<file path="config.mk">
export PLATFORM = sky130hd
export DESIGN_NAME = sat_engine_loader
export DESIGN_NICKNAME = d
export VERILOG_FILES = /design/src/rtl/sat_loader_pkg.sv /design/src/rtl/sat_engine_loader.sv
export SDC_FILE = /design/constraint.sdc
export NUM_CORES = 1
export LEC_CHECK = 0
export BUFFER_PORTS_ARGS = -buffer_cell sky130_fd_sc_hd__buf_2
export CAP_MARGIN = 20
export CORE_ASPECT_RATIO = 2
export CORE_MARGIN = 2
export CORE_UTILIZATION = 42
export CTS_CLUSTER_SIZE = 16
export DETAILED_ROUTE_END_ITERATION = 6
export PLACE_DENSITY = 0.76
export SLEW_MARGIN = 20
export SYNTH_ARGS = -nofsm -noshare
export SYNTH_HDL_FRONTEND = slang
export SYNTH_SLANG_ARGS = --single-unit
</file>
<file path="constraint.sdc">
create_clock -name clk -period 1.85 [get_ports clk]
set_input_delay 0.2775 -clock clk [delete_from_list [all_inputs] [get_ports clk]]
set_output_delay 0.2775 -clock clk [all_outputs]
set_load 0.01 [all_outputs]
</file>
<file path="src/rtl/sat_loader_pkg.sv">
// Shared types and helpers for the sat_engine loader: FSM state encoding,
// clause-index width and one-hot strobe generation.
package sat_loader_pkg;

    typedef enum logic [2:0] {
        StIdle,
        StLoad,
        StStates,
        StStart,
        StWait,
        StUnload,
        StFin
    } loader_state_e;

    // Widest clause strobe the helpers support; callers cast down to NUM_CLAUSES.
    localparam int unsigned MaxClauses = 64;

    typedef logic [MaxClauses-1:0] onehot_t;

    function automatic int unsigned clause_bits(input int unsigned n);
        return (n > 1) ? $clog2(n) : 1;
    endfunction

    function automatic onehot_t onehot(input int unsigned idx);
        onehot_t v;
        v = onehot_t'(1) << idx;
        return v;
    endfunction

endpackage

</file>
<file path="src/rtl/sat_engine_loader.sv">
// Load/start/unload sequencer for one sat_engine bin.
// Define SAT_LOADER_SKIP_EMPTY_EN to suppress write-back of all-zero clauses.
module sat_engine_loader
    import sat_loader_pkg::*;
#(
    parameter int unsigned NUM_CLAUSES  = 8,
    parameter int unsigned NUM_VARS     = 8,
    parameter int unsigned NUM_LVLS     = 8,
    parameter int unsigned WIDTH_BIN_ID = 15
) (
    input  logic                                           clk,
    input  logic                                           rst,
    input  logic                                           start_i,
    input  logic [WIDTH_BIN_ID-1:0]                        bin_num_i,
    output logic                                           done_o,
    output logic                                           cmem_rd_o,
    output logic                                           cmem_wr_o,
    output logic [WIDTH_BIN_ID+clause_bits(NUM_CLAUSES)-1:0] cmem_addr_o,
    output logic [2*NUM_VARS-1:0]                          cmem_wdata_o,
    input  logic [2*NUM_VARS-1:0]                          cmem_rdata_i,
    output logic [NUM_CLAUSES-1:0]                         eng_wr_carray_o,
    output logic [2*NUM_VARS-1:0]                          eng_clause_o,
    output logic [NUM_VARS-1:0]                            eng_wr_var_states_o,
    output logic [NUM_LVLS-1:0]                            eng_wr_lvl_states_o,
    output logic                                           eng_start_o,
    output logic                                           eng_base_lvl_en_o,
    input  logic                                           eng_done_i,
    output logic [NUM_CLAUSES-1:0]                         eng_rd_carray_o,
    input  logic [2*NUM_VARS-1:0]                          eng_clause_i
);

    localparam int unsigned CB   = clause_bits(NUM_CLAUSES);
    localparam int unsigned AW   = WIDTH_BIN_ID + CB;
    localparam int unsigned CntW = CB + 1;

    localparam logic [CB:0] CntLast = CntW'(NUM_CLAUSES);
    localparam logic [CB:0] CntOne  = CntW'(1);

    loader_state_e           state_q;
    logic [CB:0]             cnt_q;
    logic [CB:0]             cnt_inc;
    logic [WIDTH_BIN_ID-1:0] bin_q;

    logic                    cmem_rd_q;
    logic                    cmem_wr_q;
    logic [AW-1:0]           cmem_addr_q;
    logic [NUM_CLAUSES-1:0]  wr_carray_q;
    logic [NUM_CLAUSES-1:0]  rd_carray_q;
    logic [NUM_VARS-1:0]     var_states_q;
    logic [NUM_LVLS-1:0]     lvl_states_q;
    logic                    eng_start_q;
    logic                    base_lvl_en_q;
    logic                    done_q;

    assign cnt_inc = cnt_q + CntOne;

    // Read issue for index k+1 and engine write for index k share a cycle in
    // LOAD; UNLOAD mirrors this with engine read and memory write.
    always_ff @(posedge clk) begin
        if (!rst) begin
            state_q       <= StIdle;
            cnt_q         <= '0;
            bin_q         <= '0;
            cmem_rd_q     <= 1'b0;
            cmem_wr_q     <= 1'b0;
            cmem_addr_q   <= '0;
            wr_carray_q   <= '0;
            rd_carray_q   <= '0;
            var_states_q  <= '0;
            lvl_states_q  <= '0;
            eng_start_q   <= 1'b0;
            base_lvl_en_q <= 1'b0;
            done_q        <= 1'b0;
        end else begin
            cmem_rd_q     <= 1'b0;
            cmem_wr_q     <= 1'b0;
            wr_carray_q   <= '0;
            rd_carray_q   <= '0;
            var_states_q  <= '0;
            lvl_states_q  <= '0;
            eng_start_q   <= 1'b0;
            base_lvl_en_q <= 1'b0;
            done_q        <= 1'b0;

            unique case (state_q)
                StIdle: begin
                    if (start_i) begin
                        bin_q       <= bin_num_i;
                        cnt_q       <= '0;
                        cmem_rd_q   <= 1'b1;
                        cmem_addr_q <= {bin_num_i, {CB{1'b0}}};
                        state_q     <= StLoad;
                    end
                end
                StLoad: begin
                    if (cnt_q == CntLast) begin
                        cnt_q        <= '0;
                        var_states_q <= '1;
                        lvl_states_q <= '1;
                        state_q      <= StStates;
                    end else begin
                        wr_carray_q <= NUM_CLAUSES'(onehot(32'(cnt_q)));
                        if (cnt_inc != CntLast) begin
                            cmem_rd_q   <= 1'b1;
                            cmem_addr_q <= {bin_q, cnt_inc[CB-1:0]};
                        end
                        cnt_q <= cnt_inc;
                    end
                end
                StStates: begin
                    eng_start_q   <= 1'b1;
                    base_lvl_en_q <= 1'b1;
                    state_q       <= StStart;
                end
                StStart: begin
                    state_q <= StWait;
                end
                StWait: begin
                    if (eng_done_i) begin
                        rd_carray_q <= NUM_CLAUSES'(onehot(0));
                        cnt_q       <= '0;
                        state_q     <= StUnload;
                    end
                end
                StUnload: begin
                    if (cnt_q == CntLast) begin
                        cnt_q   <= '0;
                        done_q  <= 1'b1;
                        state_q <= StFin;
                    end else begin
                        cmem_wr_q   <= 1'b1;
                        cmem_addr_q <= {bin_q, cnt_q[CB-1:0]};
                        if (cnt_inc != CntLast) begin
                            rd_carray_q <= NUM_CLAUSES'(onehot(32'(cnt_inc)));
                        end
                        cnt_q <= cnt_inc;
                    end
                end
                StFin: begin
                    state_q <= StIdle;
                end
                default: begin
                    state_q <= StIdle;
                end
            endcase
        end
    end

`ifdef SAT_LOADER_SKIP_EMPTY_EN
    assign cmem_wr_o = cmem_wr_q & (|eng_clause_i);
`else
    assign cmem_wr_o = cmem_wr_q;
`endif

    // Data buses pass straight through but read zero outside their strobe.
    assign cmem_wdata_o        = cmem_wr_q ? eng_clause_i : '0;
    assign eng_clause_o        = (|wr_carray_q) ? cmem_rdata_i : '0;
    assign cmem_rd_o           = cmem_rd_q;
    assign cmem_addr_o         = cmem_addr_q;
    assign eng_wr_carray_o     = wr_carray_q;
    assign eng_rd_carray_o     = rd_carray_q;
    assign eng_wr_var_states_o = var_states_q;
    assign eng_wr_lvl_states_o = lvl_states_q;
    assign eng_start_o         = eng_start_q;
    assign eng_base_lvl_en_o   = base_lvl_en_q;
    assign done_o              = done_q;

endmodule

</file>
==> flow_summary.yaml <==
sta:
  finalSetupTns_ns: 0
  relSlewSlack: 0.6653
  finalWorstSetupSlack_ns: 0.07965
  finalHoldViolCount: 0
  setup_viol_count_final: 0
  worstMarginPinSlew_ns: 0.4975
  slew_violations: 0
  finalClockSkew_ns: 0.006043
  rsz0062_at_grt: "yes"
  finalCritPeriodShare: 0.9569
  min_period_ns: 1.770
  fmax_mhz: 564.9
place:
  post-place-ws_ns: -0.06785
  placed_cell_area_mm2: 0.003625
  place_hpwl_mm: 5.051
  io_buffers: 137
  routabilityCongestion: 0.8565
synthesis:
  synthTopCellsByArea: "dfxtp_1 (42%), and2_1 (9.0%), and3_1 (5.5%)"
  synth_compound_area_frac: 0.1484
  yosys_register_bits: 61
  post_synth_mux_area_share: 0.02132
  synth_edf_count: 0
  syn-num-nets: 373
  ys_types: 46
  yosys_most_used_dff: "dfxtp_1"
  synthAdderAreaFrac: 0.03412
  synth_cells: 314
  synthSimpleGateAreaFrac: 0.2913
  yosysTopAreaCell: "dfxtp_1"
  ys_warn_count: 0
  async_flop_share: 0
  ys_seq_area_frac: 0.4162
  synth_xor_area_frac: 0.005970
  synth_top_family_by_area: "simple AND/OR/NAND/NOR gates"
  postSynthAreaPerCell_um2: 9.344
  syn_area_mm2: 0.002934
  synth_top_cell_area_share: 0.4162
critical_path:
  crit_type: "register to register"
  worstPathArrival_ns: 1.98
  cp_max_fo: 7
  reg2reg_from: "cnt_q[1]"
  required_ns: 2.06
  startpoint_type: "register"
  crit_start: "cnt_q[1]"
  cp-end-kind: "register"
  worstRegToRegCells: 7
  worstReg2RegEnd: "cmem_addr_o[3]"
  critPathCapture: "cmem_addr_o[3]"
  reg2reg_slack_ns: 0.08
run_status:
  status: "finished, final reports clean"
clock_network:
  clockRootBuffer: "clkbuf_16"
  cts_buffers: 9
  cts_hold_buf: 0
  insertion_delay_ns: 0.33
  cts_tree: "built"
  clock_tree.htree_level_count: 3
  clk_pin_slew_ns: 0.06
  cts_sinks: 61
  clock_path_buffers: 2
floorplan:
  coreArea_mm2: 0.006833
  ioPinCount: 138
  die_x_um: 63.10
  rows: 43
  initial_core_util: 0.4294
  dieArea_mm2: 0.007711
  dieHeight_um: 122.2
hold_path:
  min_path_cells: 3
  hp-class: "primary input to register"
final_layout:
  ff_latch_area_mm2: 0.001222
  final_nets: 506
  final_cell_mix: "buf_2 (137), dfxtp_1 (60), and2_1 (42)"
  syn_to_final_growth_pct: 37.27
  multi_input_area_mm2: 0.001533
  layout_commonest_cell: "buf_2"
  drive_above_1_share: 0.4314
  final_cell_area_mm2: 0.004028
  diodes: 0
  fillCellCount: 624
power:
  peakVddDrop_mv: 0.5184
  leakagePower_nw: 2.093
  powerDensity_mw_per_mm2: 854.8
  p_total_mw: 3.443
detailed_routing:
  wl_mm: 6.928
  postRouteAntennaNets: 0
  wl_per_cell_um: 12.78
  num_vias: 2565
  drtIter0Drc: 65
  first_pass_iters: 4
  drc: 0
  avgViaCountPerCell: 4.732
global_route:
  grt_pass1_vias: 2384
  antenna_found_initial: 0
  grt_max_degree: 35
  grt_overflow_total: 0
  track_usage: 0.1834
  grt_pass1_wl_mm: 11.16
flow_run:
  cap_violations: 0
critical path: stages (launching register included):
cell and delay, ns:
dfxtp_1 0.33, ha_1 0.22, and2_2 0.22, a21oi_4 0.18
o21a_2 0.18, a21oi_4 0.06, buf_4 0.16, a221o_1 0.29
how the worst min path moves through the flow:
| stage | start | slack (ns) | to |
|---|---|---|---|
| after floorplan | bin_num_i[10] | 0.41 | bin_q[10] |
| after global placement | bin_q[10] | 0.45 | bin_q[10] |
| after detailed placement | bin_q[9] | 0.46 | bin_q[9] |
| after CTS | bin_num_i[10] | 0.19 | bin_q[10] |
| after global routing | bin_num_i[9] | 0.21 | bin_q[9] |
| final | bin_num_i[10] | 0.19 | bin_q[10] |
repair_timing:
item	4_1_cts	5_1_grt
gates cloned	0	1
pin swaps	2	4
endpoints found under the setup margin	31	31
setup buffers	4	2
gates resized for setup	2	8
cells in the mapped netlist (all sizes together) (4+ instances only):
cell type  instances
o21ai              5
nand3b             4
a21boi            17
a221o             15
buf               27
and3              27
ha                 8
clkbuf             9
dfxtp             61
and2              43
mux2i              4
nand2             42
nor2               9
nand3              5
registers in the layout (all words and copies together) (netlist names):
register / flops
cmem_rd_o: 1
eng_rd_carray_o: 8
eng_base_lvl_en_o: 1
cnt_q: 4
bin_q: 15
done_o: 1
eng_wr_lvl_states_o: 1
state_q: 3
cmem_wr_o: 1
cmem_addr_o: 18
eng_wr_carray_o: 8
metal layers:
layer	track usage	wire length, um
met1	0.2135	2998
met2	0.3072	3352
met3	0.04155	400
met4	0.1028	178
met5	0	0
where the power goes:
part	internal [mW]	switching, mW	total (mW)
combinational	0.191	0.205	0.396
clock	1.04	0.597	1.64
sequential	1.37	0.0326	1.41
cell families (layout without fill, tap and decap cells):
group | Yosys count | count (layout)
flip-flops | 61 | 61
AO/OA/AOI/OAI | 51 | 51
adder cells (fa/ha/maj) | 8 | 8
XOR/XNOR | 2 | 2
buffers and inverters | 38 | 175
AND/OR/NAND/NOR | 148 | 149
multiplexers | 6 | 6
layout make-up:
cell class,count,area share
clock inverters,7,0.01864
well taps,90,0.02796
flip-flops and latches,61,0.3035
clock buffers,9,0.05592
inverters,2,0.001864
multi-input cells,216,0.3806
repair buffers,157,0.2116
per-stage QoR:
step           hold slack, ns  utilization  std cells
6_report               0.1910       0.5895        542
5_1_grt                0.2143       0.5895        542
4_1_cts                0.1869       0.5796        539
3_5_place_dp           0.4606       0.5305        519
3_3_place_gp           0.4477       0.5305        519
2_1_floorplan          0.4123            -        314
Note: power is estimated with default switching activity, not from simulation.
